File: src/rtl/seg_disp_pkg.sv
// Shared constants, types and helpers for the 4-digit 7-segment scan logic.
package seg_disp_pkg;

    localparam int               NUM_DIGITS = 4;
    localparam logic [3:0]       AN_OFF     = 4'b1111;
    localparam logic             DP_OFF     = 1'b1;

    typedef logic [1:0] digit_idx_t;

    // Active-low anode pattern with only the selected digit pulled low.
    function automatic logic [NUM_DIGITS-1:0] onehot_an(input digit_idx_t idx);
        return ~(NUM_DIGITS'(1) << idx);
    endfunction

endpackage

File: src/rtl/seg_slot_timer.sv
// Slot timer: counts cycles within a digit slot and steps the digit index.
// Exposes next-state digit/blank so the caller can register glitch-free outputs.
module seg_slot_timer
    import seg_disp_pkg::*;
#(
    parameter int DIGIT_TICKS = 100000,
    parameter int BLANK_TICKS = 2000,
    parameter int CNT_W       = $clog2(DIGIT_TICKS)
) (
    input  logic       clk,
    input  logic       rst_n,
    output digit_idx_t digit_next,
    output logic       blank_next,
    output logic       frame_edge
);

    logic [CNT_W-1:0] cnt;
    logic [CNT_W-1:0] cnt_next;
    digit_idx_t       digit;
    logic             wrap;

    // Next-state of the slot counter and digit index, plus edge strobes.
    always_comb begin
        wrap       = (cnt == CNT_W'(DIGIT_TICKS - 1));
        frame_edge = wrap && (digit == digit_idx_t'(NUM_DIGITS - 1));
        cnt_next   = wrap ? '0 : cnt + 1'b1;
        digit_next = wrap ? digit + 1'b1 : digit;
        blank_next = (cnt_next < CNT_W'(BLANK_TICKS));
    end

    // Slot counter and digit index registers.
    always_ff @(posedge clk or negedge rst_n) begin
        if (!rst_n) begin
            cnt   <= '0;
            digit <= '0;
        end else begin
            cnt   <= cnt_next;
            digit <= digit_next;
        end
    end

endmodule

File: src/rtl/seg_scan_ctrl.sv
// Time-multiplexed scan controller for a 4-digit common-anode display.
// Loaded values are held in a pending buffer and promoted to the active
// buffer only at frame boundaries, so a frame never mixes old and new data.
module seg_scan_ctrl
    import seg_disp_pkg::*;
#(
    parameter int DIGIT_TICKS = 100000,
    parameter int BLANK_TICKS = 2000,
    parameter int CNT_W       = $clog2(DIGIT_TICKS)
) (
    input  logic        clk,
    input  logic        rst_n,
    input  logic        load,
    input  logic [15:0] value_in,
    input  logic [3:0]  dp_in,
    input  logic [3:0]  den_in,
    output logic [3:0]  nibble,
    output logic        nib_en,
    output logic [3:0]  an,
    output logic        dp,
    output logic        pend_valid,
    output logic        frame_tick
);

    digit_idx_t  digit_next;
    logic        blank_next;
    logic        frame_edge;

    logic [15:0] pend_value;
    logic [3:0]  pend_dp;
    logic [3:0]  pend_den;
    logic [15:0] act_value, act_value_next;
    logic [3:0]  act_dp,    act_dp_next;
    logic [3:0]  act_den,   act_den_next;

    logic [3:0]  nibble_next;
    logic        nib_en_next;
    logic [3:0]  an_next;
    logic        dp_next;

    seg_slot_timer #(
        .DIGIT_TICKS (DIGIT_TICKS),
        .BLANK_TICKS (BLANK_TICKS),
        .CNT_W       (CNT_W)
    ) u_timer (
        .clk        (clk),
        .rst_n      (rst_n),
        .digit_next (digit_next),
        .blank_next (blank_next),
        .frame_edge (frame_edge)
    );

    // Active buffer next-state: a load on the frame edge bypasses pending.
    always_comb begin
        act_value_next = act_value;
        act_dp_next    = act_dp;
        act_den_next   = act_den;
        if (frame_edge) begin
            if (load) begin
                act_value_next = value_in;
                act_dp_next    = dp_in;
                act_den_next   = den_in;
            end else if (pend_valid) begin
                act_value_next = pend_value;
                act_dp_next    = pend_dp;
                act_den_next   = pend_den;
            end
        end
    end

    // Output next-state, derived from the upcoming digit and active data.
    always_comb begin
        nibble_next = act_value_next[{digit_next, 2'b00} +: 4];
        nib_en_next = 1'b0;
        an_next     = AN_OFF;
        dp_next     = DP_OFF;
        if (!blank_next && act_den_next[digit_next]) begin
            nib_en_next = 1'b1;
            an_next     = onehot_an(digit_next);
            dp_next     = ~act_dp_next[digit_next];
        end
    end

    // Pending buffer: last load before a frame edge wins.
    always_ff @(posedge clk or negedge rst_n) begin
        if (!rst_n) begin
            pend_value <= '0;
            pend_dp    <= '0;
            pend_den   <= '0;
            pend_valid <= 1'b0;
        end else if (load && !frame_edge) begin
            pend_value <= value_in;
            pend_dp    <= dp_in;
            pend_den   <= den_in;
            pend_valid <= 1'b1;
        end else if (frame_edge) begin
            pend_valid <= 1'b0;
        end
    end

    // Active buffer and registered display outputs.
    always_ff @(posedge clk or negedge rst_n) begin
        if (!rst_n) begin
            act_value  <= '0;
            act_dp     <= '0;
            act_den    <= '0;
            nibble     <= '0;
            nib_en     <= 1'b0;
            an         <= AN_OFF;
            dp         <= DP_OFF;
            frame_tick <= 1'b0;
        end else begin
            act_value  <= act_value_next;
            act_dp     <= act_dp_next;
            act_den    <= act_den_next;
            nibble     <= nibble_next;
            nib_en     <= nib_en_next;
            an         <= an_next;
            dp         <= dp_next;
            frame_tick <= frame_edge;
        end
    end

endmodule

File: config.mk
export PLATFORM = sky130hd
export DESIGN_NAME = seg_scan_ctrl
export DESIGN_NICKNAME = d
export VERILOG_FILES = /design/src/rtl/seg_disp_pkg.sv /design/src/rtl/seg_slot_timer.sv /design/src/rtl/seg_scan_ctrl.sv
export SDC_FILE = /design/constraint.sdc
export NUM_CORES = 1
export LEC_CHECK = 0
export ABC_AREA = 1
export BUFFER_PORTS_ARGS = -buffer_cell sky130_fd_sc_hd__buf_2
export CAP_MARGIN = 20
export CORE_ASPECT_RATIO = 0.6
export CORE_MARGIN = 2
export CORE_UTILIZATION = 55
export CTS_CLUSTER_DIAMETER = 80
export DETAILED_ROUTE_END_ITERATION = 7
export PLACE_DENSITY_LB_ADDON = 0.2
export SLEW_MARGIN = 15
export SYNTH_ARGS = -nofsm -noshare
export SYNTH_HDL_FRONTEND = slang
export SYNTH_SLANG_ARGS = --single-unit
File: constraint.sdc
create_clock -name clk -period 2.7 [get_ports clk]
set_input_delay 0.675 -clock clk [delete_from_list [all_inputs] [get_ports clk]]
set_output_delay 0.675 -clock clk [all_outputs]
set_load 0.03 [all_outputs]
==> results summary <==
The launch point of the worst reg-to-reg path is u_timer.cnt[0]. The largest individual stage delay along the critical path comes from the cell dfrtp_1. The worst stage delay on the critical path came out at 0.37 ns. The detailed router finished its first iteration with 339 violations. The total setup buffers inserted after CTS is 0. The core outline area came out at 0.00721 mm2. The number of clock buffers inserted by TritonCTS came out at 9. Among all flip-flop cells after synthesis, the most frequent one is dfrtp_1. By startpoint and endpoint, the worst setup path is classified as reg2reg. By area the synthesized netlist is led by dfrtp_1 45%, nand2_1 9.6%, inv_1 7.3%. The overall power after layout came out at 0.00276 W.

The number of sinks driven by the clock tree is 79. The clock input transition at the sequential cells of the worst setup and hold paths came out at 0.06 ns. The count of different cell masters after synthesis is 35. The worst ir drop on vdd is 0.416 mV.

The total of buffers placed on input and output ports is 38. The total of warnings raised by yosys came out at 0. The worst setup path is captured at a flip-flop. The largest net degree at the start of global routing is 53. The H-tree level count came out at 3. The synthesized instance count came out at 475. Setup repair after global routing left no endpoint under its margin. From bottom edge to top edge, the die measures 70.6 um. The worst pin sits at a relative slew slack of 58.6%. The initial cell density of the core came out at 56.5%. The share of flip-flops with an asynchronous set or reset after synthesis is 100%. The number of iterations in the first detailed-routing pass came out at 5. The minimum period implied by the final worst setup slack is 2.23 ns. The total area of sequential cells came out at 0.00198 mm2. The relative area change from synthesis to final layout came out at 15.1%.

The number of hold buffers added after CTS came out at 0. In the layout the commonest cells are 104 x nand2_1, 79 x inv_1, 74 x dfrtp_1. The synthesized design devotes to its leading area cell type 45.5% of total area. The row count came out at 24. The total overflow left after global routing is 0.

The max-slew violation count is 0. Summed over all nets, the half-perimeter wirelength after detailed placement is 6.84 mm. The die covers 0.00813 mm2.

The number of nets in the synthesized netlist is 504. The detail route stage leaves a number of antenna-violating nets equal to 0. For this run, design rule violations remaining after detail routing come to 0. STA classifies the critical path startpoint as a flip-flop. The required time of the critical path came out at 2.93 ns. The clock arrives with 0.00632 ns of skew. The average routed wire per standard cell is 15.0 um. The area occupied by multi-input gates is 0.00172 mm2. The achievable frequency is 0.448 GHz. The class of the tightest hold or removal check is in2async. The period utilization is 82.7%. The final layout contains 548 nets. Yosys mapped a number of flops with a built-in enable equal to 0. Using the TritonRoute via totals, the vias-per-cell ratio works out to 5.36.

Gates resized during post-CTS repair numbered 0. The final setup violation count came out at 0. The weighted congestion reported at the end of routability-driven placement is 0.848. The count of vias placed by the detailed router is 3,298.

Power spread over the standard cell area amounts to 589 mW/mm2. The largest fanout of any net on the critical path is 10. The final-layout fill cell count is 612. The number of maximum-capacitance violations came out at 0. In the final timing run, aggregate negative setup slack is 0 ns. The share of layout cells above drive strength 1 is 22.9%. The flow ran to the end, and the final reports show no timing, DRC or antenna violations. The capturing point of the worst reg2reg path is nib_en. After detailed routing, the total wire length is 9.21 mm.

The post-route core utilization is 65.0%. The top-level port count came out at 39. The cell area after synthesis came out at 0.00407 mm2. The sequential share of the synthesized area came out at 48.7%. Measured in cells, the most critical reg-to-reg path has a length of 11. The via count of the first global-routing pass came out at 3,158. The actual transition at the worst max-transition pin came out at 0.620 ns. Counting along the longest clock path gives a buffer depth of 2. The synthesis-stage register bit count came out at 79.

Measured along the x axis, the die boundary spans 115 um. The critical path goes through ha_1, nand2_2, nor2_8, nand2_1, inv_1, nand3_1, xor2_1, inv_1, nor2_1, nand3_1, and2_1. The wire length of the first global-routing pass is 15.6 mm. The signal arrival time at the worst endpoint came out at 2.46 ns. The initial antenna violation count came out at 0.

The number of antenna diodes came out at 0. The clock latency reported for the late side of the worst-skew pair is 0.34 ns. Summed over all instances, the cell type with the most area after synthesis is dfrtp_1. The synthesized area per cell came out at 8.57 um2. The final number of hold-violating endpoints came out at 0.

For this design the static power due to leakage is 2.47 nW. The setup slack of the most critical reg-to-reg path came out at 0.47 ns. The tree is rooted in a clkbuf_16. The total routing usage reported by global routing came out at 25.1%. The most common library cell in the layout ignoring fill and taps is nand2_1. The clock tree from TritonCTS is built.
==> worst max-delay path by stage <==
stage / cells past startpoint / end / startpoint / slack [ns]
final: 11 / nib_en / u_timer.cnt[0] / 0.47
after global routing: 8 / pend_value[7] / u_timer.cnt[13] / 0.27
after CTS: 11 / nib_en / u_timer.cnt[0] / 0.44
after detailed placement: 9 / nibble[0] / load / 0.37
after global placement: 9 / nibble[1] / load / 0.47
after floorplan: 11 / nib_en / load / 0.69
==> power by group <==
| part | internal (W) | switching (W) |
|---|---|---|
| clock | 0.000858 | 0.000470 |
| combinational | 0.0000788 | 0.0000980 |
| sequential | 0.00123 | 0.0000231 |
| total | 0.00217 | 0.000591 |
==> cell type report <==
class                      count  area share, %
sequential                    79           42.3
clock inverter                 5           1.71
multi-input combinational    305           36.6
tap                           91           2.43
inverter                      83           6.65
clock buffer                  11           5.39
timing repair buffer          41           4.86
==> flip-flops by register name (all words and copies together), names as in the netlist, 4 cells and up <==
register and count:
u_timer.cnt 17, act_value 16, pend_value 16, act_den 4, act_dp 4, an 4, nibble 4, pend_den 4
pend_dp 4
==> cells in the mapped netlist, types with 4 or more instances <==
| master | n |
|---|---|
| mux2i_1 | 4 |
| nand3_1 | 24 |
| xor2_1 | 6 |
| nor2_1 | 46 |
| dfstp_2 | 5 |
| nor2_4 | 4 |
| a22oi_1 | 5 |
| inv_1 | 79 |
| nand2_2 | 14 |
| dfrtp_1 | 74 |
| o21ai_0 | 11 |
| a21oi_1 | 14 |
| nor2_2 | 8 |
| nand2_1 | 104 |
| o22ai_1 | 15 |
| mux2_2 | 22 |
| nand4_1 | 7 |
==> worst max-delay path, delay by kind of cell, from the launching register on <==
kind	cells	cell delay, ns
DFF	1	0.37
buffers and inverters	2	0.21
and+or+nand+nor	7	1.17
adders and majority gates	1	0.20
xor gates and xnor gates	1	0.16
==> layer usage <==
metal / global-route usage, % / wire length (um) / share of wire, % / vias up
met5: 0 / 0 / 0 / -
met4: 7.36 / 94 / 1.0 / 0
met3: 6.51 / 639 / 6.9 / 7
met2: 33.9 / 3760 / 41 / 111
met1: 39.6 / 4720 / 51 / 1584
li1: - / - / - / 1596
==> kinds of logic after synthesis <==
kind of cell | share of synthesized area [%]
and+or+nand+nor | 25.5
muxes | 7.07
xor gates and xnor gates | 1.29
AOI/OAI and AO/OA | 7.65
buffers and inverters | 9.10
DFF | 48.7
adders and majority gates | 0.615
==> metrics by stage <==
| step | hold slack, ns | instances | worst slack (ns) | cell area [um2] |
|---|---|---|---|---|
| 4_1_cts | 0.258 | 615 | 0.442 | 4690 |
| 3_3_place_gp | 0.451 | 599 | 0.471 | 4350 |
| 5_1_grt | 0.277 | 615 | 0.274 | 4690 |
| 2_1_floorplan | 0.379 | 475 | 0.689 | 4070 |
| 6_report | 0.252 | 615 | 0.468 | 4690 |
| 3_5_place_dp | 0.472 | 599 | 0.375 | 4350 |
Power figures use the tool's default switching activity.
